$ cat src/rtl/rx_pkg.sv
// Shared definitions for the receive front end: FSM states, frame geometry
// and the majority threshold used for start/stop validation.
package rx_pkg;

    localparam int SAMPLES_PER_BIT = 10;
    localparam int DATA_BITS       = 8;
    localparam int SAMPLE_W        = DATA_BITS * SAMPLES_PER_BIT;
    localparam int MAJORITY        = 5;
    localparam int SCNT_W          = 7;

    typedef enum logic [2:0] {
        IDLE,
        START,
        CAPTURE,
        RELEASE,
        STOP
    } rx_state_e;

endpackage

$ cat src/rtl/rx_sync.sv
// Two-flop synchroniser for the asynchronous serial line plus a
// previous-value flop for falling-edge detection. All flops reset to 1 so
// the line looks idle straight out of reset.
module rx_sync (
    input  logic i_clk,
    input  logic i_rst_n,
    input  logic i_rx,
    output logic o_rx_s,
    output logic o_rx_fall
);

    logic r_meta;
    logic r_sync;
    logic r_prev;

    // Synchronise the line and keep last cycle's value for edge detection
    always_ff @(posedge i_clk or negedge i_rst_n) begin
        if (!i_rst_n) begin
            r_meta <= 1'b1;
            r_sync <= 1'b1;
            r_prev <= 1'b1;
        end else begin
            r_meta <= i_rx;
            r_sync <= r_meta;
            r_prev <= r_sync;
        end
    end

    assign o_rx_s    = r_sync;
    assign o_rx_fall = r_prev & ~r_sync;

endmodule

$ cat src/rtl/rx_oversampler.sv
// Receive front end: detects a start bit, oversamples eight data bits at ten
// samples per bit into an 80-bit vector and hands it to the decoder on the
// falling edge of o_sample_flag. Checks the stop bit by majority.
// Optional build macro RX_START_VALIDATE_EN: reject start bits whose window
// holds fewer than five low samples (glitch filter).
module rx_oversampler
    import rx_pkg::*;
#(
    parameter int CLKS_PER_SAMPLE = 16
) (
    input  logic                i_clk,
    input  logic                i_rst_n,
    input  logic                i_rx_in,
    output logic                o_sample_flag,
    output logic [SAMPLE_W-1:0] o_sample,
    output logic                o_framing_err
);

    localparam int TCNT_W = $clog2(CLKS_PER_SAMPLE);
    localparam logic [TCNT_W-1:0] TCNT_LAST  = TCNT_W'(CLKS_PER_SAMPLE - 1);
    localparam logic [SCNT_W-1:0] WIN_LAST   = SCNT_W'(SAMPLES_PER_BIT - 1);
    localparam logic [SCNT_W-1:0] FRAME_LAST = SCNT_W'(SAMPLE_W - 1);

    rx_state_e r_state;
    rx_state_e w_next_state;

    logic              w_rx_s;
    logic              w_rx_fall;
    logic              w_tick;
    logic              w_window_end;
    logic              w_frame_end;
    logic              w_start_ok;
    logic [TCNT_W-1:0] r_tcnt;
    logic [SCNT_W-1:0] r_scnt;
    logic [3:0]        r_highcnt;
    logic [3:0]        w_highs_total;

    logic w_accept;
    logic w_scnt_clr;
    logic w_scnt_inc;
    logic w_sample_wr;
    logic w_flag_set;
    logic w_flag_clr;
    logic w_stop_acc;
    logic w_stop_clr;
    logic w_ferr_load;

`ifdef RX_START_VALIDATE_EN
    logic [3:0] r_lowcnt;
    logic [3:0] w_lows_total;
    logic       w_start_acc;
`endif

    rx_sync u_sync (
        .i_clk     (i_clk),
        .i_rst_n   (i_rst_n),
        .i_rx      (i_rx_in),
        .o_rx_s    (w_rx_s),
        .o_rx_fall (w_rx_fall)
    );

    assign w_tick        = (r_tcnt == TCNT_LAST);
    assign w_window_end  = w_tick && (r_scnt == WIN_LAST);
    assign w_frame_end   = w_tick && (r_scnt == FRAME_LAST);
    assign w_highs_total = r_highcnt + {3'b000, w_rx_s};

`ifdef RX_START_VALIDATE_EN
    assign w_lows_total = r_lowcnt + {3'b000, ~w_rx_s};
    assign w_start_ok   = (w_lows_total >= 4'(MAJORITY));
`else
    assign w_start_ok   = 1'b1;
`endif

    // State register
    always_ff @(posedge i_clk or negedge i_rst_n) begin
        if (!i_rst_n) begin
            r_state <= IDLE;
        end else begin
            r_state <= w_next_state;
        end
    end

    // Next-state logic: every phase is paced by sample ticks
    always_comb begin
        w_next_state = r_state;
        case (r_state)
            IDLE:    if (w_rx_fall)    w_next_state = START;
            START:   if (w_window_end) w_next_state = w_start_ok ? CAPTURE : IDLE;
            CAPTURE: if (w_frame_end)  w_next_state = RELEASE;
            RELEASE:                   w_next_state = STOP;
            STOP:    if (w_window_end) w_next_state = IDLE;
            default:                   w_next_state = IDLE;
        endcase
    end

    // Output decode: per-state strobes driving the datapath registers
    always_comb begin
        w_accept    = 1'b0;
        w_scnt_clr  = 1'b0;
        w_scnt_inc  = 1'b0;
        w_sample_wr = 1'b0;
        w_flag_set  = 1'b0;
        w_flag_clr  = 1'b0;
        w_stop_acc  = 1'b0;
        w_stop_clr  = 1'b0;
        w_ferr_load = 1'b0;
`ifdef RX_START_VALIDATE_EN
        w_start_acc = 1'b0;
`endif
        case (r_state)
            IDLE: begin
                w_accept   = w_rx_fall;
                w_scnt_clr = w_rx_fall;
            end
            START: begin
`ifdef RX_START_VALIDATE_EN
                w_start_acc = w_tick;
`endif
                if (w_window_end) w_scnt_clr = 1'b1;
                else              w_scnt_inc = w_tick;
            end
            CAPTURE: begin
                w_sample_wr = w_tick;
                w_flag_set  = w_tick && (r_scnt == '0);
                if (w_frame_end) w_scnt_clr = 1'b1;
                else             w_scnt_inc = w_tick;
            end
            RELEASE: begin
                w_flag_clr = 1'b1;
                w_stop_clr = 1'b1;
            end
            STOP: begin
                w_stop_acc = w_tick;
                if (w_window_end) begin
                    w_scnt_clr  = 1'b1;
                    w_ferr_load = 1'b1;
                end else begin
                    w_scnt_inc = w_tick;
                end
            end
            default: ;
        endcase
    end

    // Tick counter; the accept cycle itself is count 0, so restart at 1 so
    // each tick lands on the last clk of a sample period and the final stop
    // tick finishes in time for a back-to-back start edge
    always_ff @(posedge i_clk or negedge i_rst_n) begin
        if (!i_rst_n) begin
            r_tcnt <= '0;
        end else if (w_accept) begin
            r_tcnt <= TCNT_W'(1);
        end else if (w_tick) begin
            r_tcnt <= '0;
        end else begin
            r_tcnt <= r_tcnt + TCNT_W'(1);
        end
    end

    // Sample counter: ticks within a bit window, or sample index in CAPTURE
    always_ff @(posedge i_clk or negedge i_rst_n) begin
        if (!i_rst_n) begin
            r_scnt <= '0;
        end else if (w_scnt_clr) begin
            r_scnt <= '0;
        end else if (w_scnt_inc) begin
            r_scnt <= r_scnt + SCNT_W'(1);
        end
    end

    // Sample vector: written only while capturing, held otherwise
    always_ff @(posedge i_clk or negedge i_rst_n) begin
        if (!i_rst_n) begin
            o_sample <= '0;
        end else if (w_sample_wr) begin
            o_sample[r_scnt] <= w_rx_s;
        end
    end

    // Flag rises with the first capture write and falls one clk after the last
    always_ff @(posedge i_clk or negedge i_rst_n) begin
        if (!i_rst_n) begin
            o_sample_flag <= 1'b0;
        end else if (w_flag_set) begin
            o_sample_flag <= 1'b1;
        end else if (w_flag_clr) begin
            o_sample_flag <= 1'b0;
        end
    end

    // Stop-bit high count and the registered framing verdict
    always_ff @(posedge i_clk or negedge i_rst_n) begin
        if (!i_rst_n) begin
            r_highcnt     <= '0;
            o_framing_err <= 1'b0;
        end else begin
            if (w_stop_clr) begin
                r_highcnt <= '0;
            end else if (w_stop_acc) begin
                r_highcnt <= w_highs_total;
            end
            if (w_ferr_load) begin
                o_framing_err <= (w_highs_total < 4'(MAJORITY));
            end
        end
    end

`ifdef RX_START_VALIDATE_EN
    // Start-bit low count used to reject glitch starts
    always_ff @(posedge i_clk or negedge i_rst_n) begin
        if (!i_rst_n) begin
            r_lowcnt <= '0;
        end else if (w_accept) begin
            r_lowcnt <= '0;
        end else if (w_start_acc) begin
            r_lowcnt <= w_lows_total;
        end
    end
`endif

endmodule

$ cat config.mk
export PLATFORM = sky130hd
export DESIGN_NAME = rx_oversampler
export DESIGN_NICKNAME = d
export VERILOG_FILES = /design/src/rtl/rx_pkg.sv /design/src/rtl/rx_sync.sv /design/src/rtl/rx_oversampler.sv
export SDC_FILE = /design/constraint.sdc
export NUM_CORES = 1
export LEC_CHECK = 0
export CORE_ASPECT_RATIO = 2
export CORE_MARGIN = 1.5
export CORE_UTILIZATION = 57
export CTS_CLUSTER_DIAMETER = 100
export CTS_CLUSTER_SIZE = 16
export DETAILED_ROUTE_END_ITERATION = 7
export HOLD_SLACK_MARGIN = 0.12
export PLACE_DENSITY = 0.92
export SLEW_MARGIN = 20
export SYNTH_ARGS = -nofsm -noshare
export SYNTH_HDL_FRONTEND = slang
export SYNTH_HIERARCHICAL = 1
export SYNTH_SLANG_ARGS = --single-unit
$ cat constraint.sdc
create_clock -name i_clk -period 5.1 [get_ports i_clk]
set_clock_uncertainty 0.2 [all_clocks]
set_input_delay 1.02 -clock i_clk [delete_from_list [all_inputs] [get_ports i_clk]]
set_output_delay 1.02 -clock i_clk [all_outputs]
set_load 0.1 [all_outputs]
# After elaboration in Yosys (flattened, before gate mapping)
# Cells that the tools add are included.
[word_totals]
regBits = 103
in_bits = 3
out_inout_bits = 82
wordCells = 68
[classes]
n_addsub = 3
magnitude_cmp = 3
eq_ne = 11
n_mux = 28
bitwise = 2
reduce_logical = 11
[op_table]
columns = ["op", "n"]
rows = [
  ["$bwmux W80", 1],
  ["$mux W4", 4],
  ["$pmux W3 S5", 1],
  ["$mux W7", 2],
  ["$mux W1", 13],
  ["$mux W3", 4],
  ["$lt A7 B8 Y1 const B", 1],
  ["$ne A2 B2 Y1 const B", 4],
  ["$add A7 B1 Y7 const B", 1],
  ["$demux W1 S7", 1],
  ["$eq A7 B4 Y1 const B", 1],
  ["$eq A7 B7 Y1 const B", 1],
  ["$ge A7 B1 Y1 const B", 1],
  ["$logic_not A7 Y1", 1],
  ["$eq A3 B2 Y1 const B", 2],
  ["$reduce_bool A2 Y1", 3],
  ["$add A4 B1 Y4", 1],
  ["$add A4 B1 Y4 const B", 1],
  ["$eq A4 B4 Y1 const B", 1],
  ["$logic_and A1 B1 Y1", 4],
  ["$lt A4 B3 Y1 const B", 1],
  ["$reduce_and A4 Y1", 1],
  ["$eq A3 B1 Y1 const B", 1],
  ["$eq A3 B3 Y1 const B", 1],
  ["other kinds (6)", 6],
]

# Longest topological paths before layout
# Gate-level depths: netlist of the first run.
[depth]
ltp_word = 6
depth_mapped = 7
mapped_depth_nobuf = 6

# Modules after synthesis
# The synthesis of the first run kept the hierarchy.
[modules_own_cells]
columns = ["mod", "n_inst", "cells_per_inst", "area_each_um2", "seq_area_each_um2"]
rows = [
  ["rx_oversampler", 1, 405, 4626.9, 2502.4],
  ["rx_sync", 1, 4, 92.6, 78.8],
]

# Least setup slack after synthesis of the first run
# OpenSTA, ideal clock, no wires.
[synth_path]
path_kind = "register -> register"
start = "register r_state[0]"
end = "register o_sample[10]"
setup_ns = 0.128
arrival_time_ns = 1.981
t_required_ns = 4.772
slack_ns = 2.791
path_stages_with_launch = 8
n_path_buf = 2
synth_period_minus_slack_ns = 2.309
path_cell_list = "dfrtp_1 -> clkbuf_1 -> or3b_1 -> or2_1 -> buf_6 -> nor4_4 -> nand2_1 -> mux2_1"
[synth_between]
elab_chain_cells = 2
[synth_rtl]
columns = ["item", "line_no", "rtl"]
rows = [
  ["start: declaration", "rx_oversampler.sv:24", "rx_state_e r_state;"],
  ["start signal: assignment", "rx_oversampler.sv:79", "r_state <= w_next_state;"],
  ["$eq A3 B2 Y1", "rx_oversampler.sv:110", "case (r_state)"],
  ["$mux W1", "rx_oversampler.sv:110", ""],
  ["end signal: indexed assignment", "rx_oversampler.sv:176", "o_sample[r_scnt] <= w_rx_s;"],
  ["end: declaration", "rx_oversampler.sv:15", "output logic [SAMPLE_W-1:0] o_sample,"],
]
# No other way between the ends.
# A chain may end at the register's enable or synchronous reset.

# Worst setup path after layout of the first run
[layout_path]
start = "register o_sample[67]"
end = "output o_sample[67]"
# No word-level cell between the ends.

==> reports/qor.yml, run 1 <==
timing.final.hold_violations: 0
vias: 3416
maxCapViolations: 0
period_minus_slack_ns: 3.11
cts-resized-gates: 0
fin_ws_ns: 1.99
min_to: "u_sync/o_rx_s"
r2r_cells: 6
synth_top_area_share_pct: 53.0
cts_tree: "yes"
period_share_pct: 61.0
criticalPathCategory: "flip-flop to output pin"
synth_edf_count: 0
place.gp.congestion: 0.856
yosys_register_bits: 103
final_layout_size_suffix_gt1_share_pct: 9.82
slew_headroom_pct: 29.8
cp_top_family: "buffers and inverters"
root_buffer: "clkbuf_16"
rsz0062_at_grt: "false"
cts-hold-fix-buffers: 0
yosys-top-cells-count: "dfrtp_1 (100), nand2_1 (64), mux2_1 (60)"
grtUsageTotal_pct: 26.8
synthesis.nets: 418
worst_slew_pin_slew_ns: 1.05
p_leak_nw: 2.65
die_y_um: 132
ios: 85
routed_wl_um: 10900
required_ns: 3.88
start_util_pct: 59.0
slew_violations: 0
yosys-top-cells-area: "dfrtp_1 (53%), mux2_1 (14%), nand2_1 (5.1%), mux2_2 (4.8%), nor2_1 (3.5%)"
area_growth_pct: 25.5
post_cts_buffers: 0
antenna_left: 0
synthCells: 409
core_sq_um: 8000
ir_worst_vdd_uv: 279
nFillCells: 538
num_antenna_cells: 0
first_global_vias: 3522
regToRegStartpoint: "r_tcnt[0]"
grt_pass1_wl_um: 17800
yosysWarnings: 6
rrSetupSlack_ns: 2.27
post-route-drc-count: 0
async_flop_share_pct: 100
path_clk_slew_ns: 0.07
die_x_um: 67.3
cp.depth: 1
syn_area_per_cell_sq_um: 11.5
cp.arrival_ns: 1.89
dr.first_iter.drc_count: 192
clock.fmax_mhz: 321
port_buffers: 84
hold_depth: 0
wl_per_cell_um: 18.5
min_path_type: "flip-flop to flip-flop"
vias_per_cell: 5.84
grt_overflow: 0
synth_top_area_cell: "dfrtp_1"
numCtsBuffers: 9
drtPass1Iterations: 4
yosys.cell_count.top_type: "dfrtp_1"
seq_area_frac_synth_pct: 54.7
crit_path_max_fanout: 2
nets: 493
hpwl_um: 7550
max_stage_delay_ns: 1.19
r2r-end: "o_sample[72]"
cts_sinks: 103
insertion_delay_ns: 0.35
cts_buffer_depth: 2
pwr_density_cell_nw_per_um2: 305
setup_viol: 0
cp_cell_sequence: "clkdlybuf4s50_1"
mappedNetlistArea_sq_um: 4720
dieArea_sq_um: 8870
crit_slowest_cell: "clkdlybuf4s50_1"
min_from: "u_sync/r_meta"
synth_cell_types: 49
endpoint_kind: "output pin"
antenna_found_initial: 0
synth_ff_type: "dfrtp_1"
grt_max_degree: 84
cts_htree_levels: 3
tns_ns: 0
status: "finished clean"
critPathLaunchType: "flip-flop"
rows: 46
crit_buf_inv: 1
dp_slack_ns: 2.31
-- cells in the final DEF (no fill, tap or decap), types with 2 or more instances in the layout --
master           Yosys  final
dfrtp_1            100    100
clkdlybuf4s50_1      0     83
nand2_1             64     64
mux2_1              60     60
nor2_1              44     44
mux2_2              20     20
nand3_1             10     10
clkbuf_16            0      9
nor3_1               7      7
ha_1                 6      6
o21ai_0              5      5
a21oi_1              5      5
nand4_1              4      4
nor4_4               4      4
inv_1                4      4
nand3b_1             4      4
mux2i_1              4      4
nor4b_1              3      3
nor2b_1              3      3
xnor2_1              3      3
o31ai_1              3      3
clkinvlp_4           0      3
and3_1               2      2
or2_1                2      2
nor4_1               2      2
o211ai_1             2      2
nand2b_1             2      2
or3_1                2      2
o22ai_1              2      2
bufinv_16            0      2
buf_4                0      2
dfstp_2              3      2
-- metal layers --
metal | track usage, % | share of wire [%]
met5 | 0 | 0
met4 | 13.4 | 3.7
met3 | 3.34 | 2.7
met2 | 46.8 | 56
met1 | 30.9 | 37
-- registers in the layout, summed over array words and instances (netlist names) --
| signal | flops |
|---|---|
| o_sample_flag | 1 |
| r_highcnt | 4 |
| u_sync/r_meta | 1 |
| r_tcnt | 4 |
| r_scnt | 7 |
| u_sync/o_rx_s | 1 |
| o_framing_err | 1 |
| o_sample | 80 |
| u_sync/r_prev | 1 |
| r_state | 3 |
-- per-stage QoR --
step                      cells  instance area, sq um  power [mW]  hold slack (ns)  utilization [%]
after detailed placement    569                  5600        1.08            0.147             69.9
after CTS                   585                  5920        1.81            0.156             74.0
after global routing        585                  5920        1.87            0.165             74.0
after global placement      569                  5600        1.07            0.146             69.9
final                       585                  5920        1.81            0.158             74.0
after floorplan             409                  4720        1.03            0.145                -
-- worst max path at each step --
stage	start	end	slack, ns
3_5_place_dp	r_tcnt[0]	o_sample[34]	2.31
2_1_floorplan	r_state[0]	o_sample[10]	2.79
4_1_cts	o_sample[6]	o_sample[6]	1.99
3_3_place_gp	o_sample[18]	o_sample[18]	2.38
6_report	o_sample[67]	o_sample[67]	1.99
5_1_grt	o_sample[16]	o_sample[16]	1.96
-- cell families (layout without fill, tap and decap cells) --
logic type | after synthesis | in the layout | share of synthesized area, %
AND/OR/NAND/NOR | 161 | 161 | 17.3
flip-flops | 103 | 103 | 54.7
AO/OA/AOI/OAI | 25 | 25 | 3.50
buffers and inverters | 27 | 107 | 2.39
XOR/XNOR | 3 | 3 | 0.557
adder cells (fa/ha/maj) | 6 | 6 | 1.59
multiplexers | 84 | 84 | 19.9
-- area by class of cell --
cell class / instances / area, sq um / area share, %
clock buffer: 9 / 225 / 3.80
inverter: 6 / 22.5 / 0.380
sequential: 103 / 2580 / 43.7
timing repair buffer: 85 / 846 / 14.3
multi-input combinational: 279 / 2030 / 34.2
clock inverter: 7 / 96.3 / 1.63
tap: 96 / 120 / 2.03
-- report_power, final --
| part | leakage (nW) | internal (mW) | switching (mW) | total [mW] |
|---|---|---|---|---|
| clock | 0.148 | 0.430 | 0.307 | 0.737 |
| combinational | 1.09 | 0.0588 | 0.0962 | 0.155 |
| sequential | 1.41 | 0.847 | 0.0682 | 0.915 |
| total | 2.65 | 1.34 | 0.471 | 1.81 |
(Power assumes the default switching activity.)
==> run 2: changes to the inputs <==
--- a/config.mk
+++ b/config.mk
@@ -7,12 +7,12 @@
 export LEC_CHECK = 0
 export CORE_ASPECT_RATIO = 2
 export CORE_MARGIN = 1.5
-export CORE_UTILIZATION = 57
+export CORE_UTILIZATION = 53
 export CTS_CLUSTER_DIAMETER = 100
 export CTS_CLUSTER_SIZE = 16
 export DETAILED_ROUTE_END_ITERATION = 7
 export HOLD_SLACK_MARGIN = 0.12
-export PLACE_DENSITY = 0.92
+export PLACE_DENSITY = 0.86
 export SLEW_MARGIN = 20
 export SYNTH_ARGS = -nofsm -noshare
 export SYNTH_HDL_FRONTEND = slang
==> constraint.sdc (replaced) <==
create_clock -name i_clk -period 3.2 [get_ports i_clk]
set_clock_uncertainty 0.2 [all_clocks]
set_input_delay 0.64 -clock i_clk [delete_from_list [all_inputs] [get_ports i_clk]]
set_output_delay 0.64 -clock i_clk [all_outputs]
set_load 0.1 [all_outputs]
==> run 2 against run 1 <==
Compared with the run above:
- count of clock-buffer cells in the layout unchanged
- cell count is 1.2% higher
- sequential cell count unchanged
- via count about the same
- total power increased by 53%
- clock power up 41%
- register-to-register slack worse by 1.8 ns
- routed wire length fell by 2.5%
- hold slack worse by 0.00059 ns
- sequential power grew 58%
- global-route usage shrank 4.2 points
- first-iteration DRC count up 46%
- critical path type is now flip-flop to flip-flop
- largest cell class unchanged
- highest routed layer unchanged
==> reports/qor.yml, run 2 (synthesis gave the netlist of run 1 again) <==
min_from: "u_sync/r_meta"
final_common_cell: "dfrtp_1"
criticalPathCategory: "flip-flop to flip-flop"
ios: 85
die_y_um: 136
fin_ws_ns: 0.495
grtUsageTotal_pct: 22.6
antenna_left: 0
rrSetupSlack_ns: 0.49
post-route-drc-count: 0
port_buffers: 84
root_buffer: "clkbuf_16"
dp_slack_ns: 0.509
area_growth_pct: 21.4
setup_viol: 0
pwr_density_cell_nw_per_um2: 483
core_sq_um: 8650
clock.fmax_mhz: 370
slew_violations: 0
endpoint_kind: "flip-flop"
grt_overflow: 0
slew_headroom_pct: 35.6
drtPass1Iterations: 4
cts_buffer_depth: 2
crit_path_max_fanout: 10
vias_per_cell: 5.77
nets: 499
numCtsBuffers: 9
grt_max_degree: 59
cts_tree: "yes"
grt_pass1_wl_um: 16700
nFillCells: 676
dr.first_iter.drc_count: 281
r2r-end: "o_sample[0]"
wl_per_cell_um: 17.9
period_minus_slack_ns: 2.71
final_layout_size_suffix_gt1_share_pct: 26.8
first_global_vias: 3403
start_util_pct: 54.6
r2r_cells: 5
reg.largest.list: "o_sample x80, r_scnt x7"
status: "finished clean"
dieArea_sq_um: 9510
rows: 48
path_clk_slew_ns: 0.06
worst_slew_pin_slew_ns: 0.952
cts_htree_levels: 3
routed_wl_um: 10600
hold_depth: 0
cts_sinks: 103
cts-resized-gates: 0
p_leak_nw: 2.83
period_share_pct: 84.5
required_ns: 3.23
num_antenna_cells: 0
vias: 3414
regToRegStartpoint: "r_state[2]"
insertion_delay_ns: 0.35
tns_ns: 0
cp.arrival_ns: 2.73
rsz0062_at_grt: "false"
die_x_um: 69.7
antenna_found_initial: 0
place.gp.congestion: 0.875
min_path_type: "flip-flop to flip-flop"
largest_register_ffs: 80
critPathLaunchType: "flip-flop"
hpwl_um: 7690
final_cell_mix: "dfrtp_1 (100), buf_4 (88), nand2_1 (64)"
ir_worst_vdd_uv: 560
timing.final.hold_violations: 0
largest-register: "o_sample"
min_to: "u_sync/o_rx_s"
maxCapViolations: 0
[run 2: changes by cell type in the layout (fill, tap and decap cells not counted), sizes merged]
| cell | change |
|---|---|
| buf | +87 |
| bufinv | -1 |
| clkdlybuf4s50 | -82 |
| clkinvlp | -1 |
| dlygate4sd3 | +1 |
| inv | -1 |
[run 2: area by class of cell]
| class | instances | area (sq um) | share of cell area (%) |
|---|---|---|---|
| clock inverters | 4 | 50.0 | 0.873 |
| flip-flops and latches | 103 | 2580 | 45.0 |
| inverters | 6 | 22.5 | 0.393 |
| repair buffers | 91 | 701 | 12.2 |
| clock buffers | 9 | 225 | 3.93 |
| well taps | 100 | 125 | 2.18 |
| multi-input cells | 279 | 2030 | 35.3 |
[run 2: power by group]
part           switching, mW  leakage, nW  internal [mW]
clock network          0.450        0.129          0.591
logic                  0.175         1.30          0.103
registers             0.0979         1.41           1.35
total                  0.723         2.83           2.04
[run 2: how the worst max path moves through the flow]
stage                               to  cells past startpoint  slack [ns]  startpoint
after floorplan            o_sample[8]                      7        0.89  r_state[0]
after global placement     o_sample[9]                      5        0.58  r_state[2]
after detailed placement   o_sample[9]                      5        0.51  r_state[2]
after CTS                 o_sample[65]                      5        0.49  r_state[2]
after global routing       o_sample[1]                      6        0.35   r_tcnt[0]
final                      o_sample[0]                      5        0.49  r_state[2]
[run 2: stage by stage]
stage | cells | hold slack (ns) | cell area [sq um] | total power [mW] | utilization (%)
2_1_floorplan | 409 | 0.144 | 4720 | 1.65 | -
5_1_grt | 592 | 0.163 | 5730 | 2.87 | 66.3
3_3_place_gp | 578 | 0.148 | 5450 | 1.72 | 63.0
4_1_cts | 592 | 0.160 | 5730 | 2.78 | 66.3
3_5_place_dp | 578 | 0.151 | 5450 | 1.75 | 63.0
6_report | 592 | 0.157 | 5730 | 2.77 | 66.3
[run 2: what timing repair did]
action                    in CTS  in global routing
hold buffers                   1                  0
hold endpoints to repair      34                  0
setup buffers                  0                  0
[run 2: routing by layer]
layer / routed length, um / up-vias / GRT usage (%)
met5: 0 / - / 0
met4: 391 / 0 / 12.8
met3: 361 / 29 / 3.41
met2: 5950 / 102 / 42.0
met1: 3870 / 1705 / 24.0
li1: - / 1578 / -
[run 2: critical path, stage by stage, from the launching register on]
cell,delay [ns]
dfrtp_1,0.46
or3b_1,0.44
or2_1,0.40
nor4_4,0.54
nand2_1,0.20
mux2_1,0.36
==> run 3: changes to the inputs <==
==> constraint.sdc (replaced) <==
create_clock -name i_clk -period 2.5 [get_ports i_clk]
set_clock_uncertainty 0.2 [all_clocks]
set_input_delay 0.5 -clock i_clk [delete_from_list [all_inputs] [get_ports i_clk]]
set_output_delay 0.5 -clock i_clk [all_outputs]
set_load 0.1 [all_outputs]
==> run 3 against run 2 <==
Compared with the run above:
- sequential cell count stayed put
- count of clock-buffer cells in the layout is 1 higher
- fmax is 14% higher
- first-iteration DRC count is 20% lower
- cell count is 4.1% higher
- total power is 32% higher
- routed wire length is 1.3% higher
- utilization is 2.2 points higher
- final area is 3.3% higher
- non-clock buffer count is 21 higher
- largest cell class unchanged
- highest routed layer unchanged
==> reports/qor.yml, run 3 (synthesis gave the netlist of run 1 again) <==
ir_worst_vdd_uv: 538
criticalPathCategory: "flip-flop to flip-flop"
die_x_um: 69.7
cp.arrival_ns: 2.39
maxCapViolations: 0
final_layout_size_suffix_gt1_share_pct: 30.4
routed_wl_um: 10700
largest_register_ffs: 80
first_global_vias: 3599
numCtsBuffers: 9
cts_sinks: 103
crit_path_max_fanout: 10
pwr_density_cell_nw_per_um2: 618
placed_area_sq_um: 5600
drtPass1Iterations: 5
dr.first_iter.drc_count: 226
final_common_cell: "buf_4"
critPathLaunchType: "flip-flop"
path_clk_slew_ns: 0.07
nets: 520
post-route-drc-count: 0
p_leak_nw: 2.96
port_buffers: 84
post_cts_buffers: 0
antenna_found_initial: 0
timing.final.hold_violations: 0
largest-register: "o_sample"
met1_usage_pct: 24.2
die_y_um: 136
grt_max_degree: 104
wl_per_cell_um: 17.4
slew_headroom_pct: 61.0
start_util_pct: 54.6
cts_tree: "yes"
final_cell_mix: "buf_4 (109), dfrtp_1 (100), nand2_1 (64)"
insertion_delay_ns: 0.35
cts_htree_levels: 3
use_met3_pct: 4.15
reg.largest.list: "o_sample x80, r_scnt x7"
postLayoutCoreUtil_pct: 68.5
worst_slew_pin_slew_ns: 0.580
vias: 3477
slew_violations: 0
tns_ns: 0
grt-busiest-layer: "met2"
vias_per_cell: 5.64
status: "finished clean"
met2_usage_pct: 44.4
fin_area_sq_um: 5920
min_path_type: "flip-flop to flip-flop"
cts_buffer_depth: 2
endpoint_kind: "flip-flop"
grtUsageTotal_pct: 23.4
required_ns: 2.53
antenna_left: 0
place.gp.congestion: 0.888
ios: 85
area_growth_pct: 25.5
worst_hold_slack_ns: 0.157
grt_pass1_wl_um: 17300
core_sq_um: 8650
num_antenna_cells: 0
nFillCells: 638
setup_viol: 0
grt_overflow: 0
dp_cells: 599
period_share_pct: 94.6
layout.cells.non_filler: 616
period_minus_slack_ns: 2.36
dieArea_sq_um: 9510
hpwl_um: 7810
clock.fmax_mhz: 423
root_buffer: "clkbuf_16"
rows: 48
## run 3: cell types whose count changed in the layout (fill, tap and decap cells not counted)
cell	before	now
buf_4	88	109
clkbuf_8	0	1
or2_1	2	1
clkinv_4	0	1
inv_6	0	1
or2_4	0	1
## run 3: worst max-delay path, cell delays in order (launching register included)
cell	delay [ns]
dfrtp_1	0.40
ha_1	0.24
nand3_1	0.20
nor2_1	0.34
nand4_1	0.16
buf_4	0.21
nor2_1	0.16
mux2_1	0.34
## run 3: cell type report
type	count	area, sq um	share of cell area, %
Clock buffer	10	239	4.04
Clock inverter	6	67.6	1.14
Inverter	6	22.5	0.380
Multi-Input combinational cell	279	2030	34.2
Sequential cell	103	2580	43.6
Tap cell	100	125	2.11
Timing Repair Buffer	112	858	14.5
## run 3: worst paths after layout
kind | depth (start not counted) | startpoint | slack, ns | end
setup reg to reg | 7 | r_tcnt[0] | 0.14 | o_sample[46]
max in group asynchronous | 3 | i_rst_n | 1.13 | o_sample[20]
min in group asynchronous | 3 | i_rst_n | 0.52 | r_highcnt[2]
hold reg to reg | 0 | u_sync/r_meta | 0.16 | u_sync/o_rx_s
hold / removal | 0 | u_sync/r_meta | 0.16 | u_sync/o_rx_s
setup / recovery | 7 | r_tcnt[0] | 0.14 | o_sample[46]
## run 3: layer usage
layer / vias up / wire length (um)
li1: 1632 / -
met1: 1731 / 3780
met2: 85 / 6220
met3: 29 / 328
met4: 0 / 378
met5: - / 0
## run 3: power breakdown
group,leakage [nW],switching [mW],internal [mW]
Clock,0.145,0.621,0.806
Combinational,1.40,0.267,0.155
Sequential,1.41,0.0823,1.73
## run 3: timing repair
action,in CTS,in global routing
hold buffers,1,0
setup endpoints to repair,0,36
endpoints found under the hold margin,100,0
gates resized for setup,0,2
## run 3: metrics by stage
step	setup slack [ns]	power, mW
5_1_grt	-0.0170	3.79
4_1_cts	0.0744	3.68
3_3_place_gp	0.191	2.23
2_1_floorplan	0.191	2.11
3_5_place_dp	0.0797	2.26
6_report	0.136	3.66
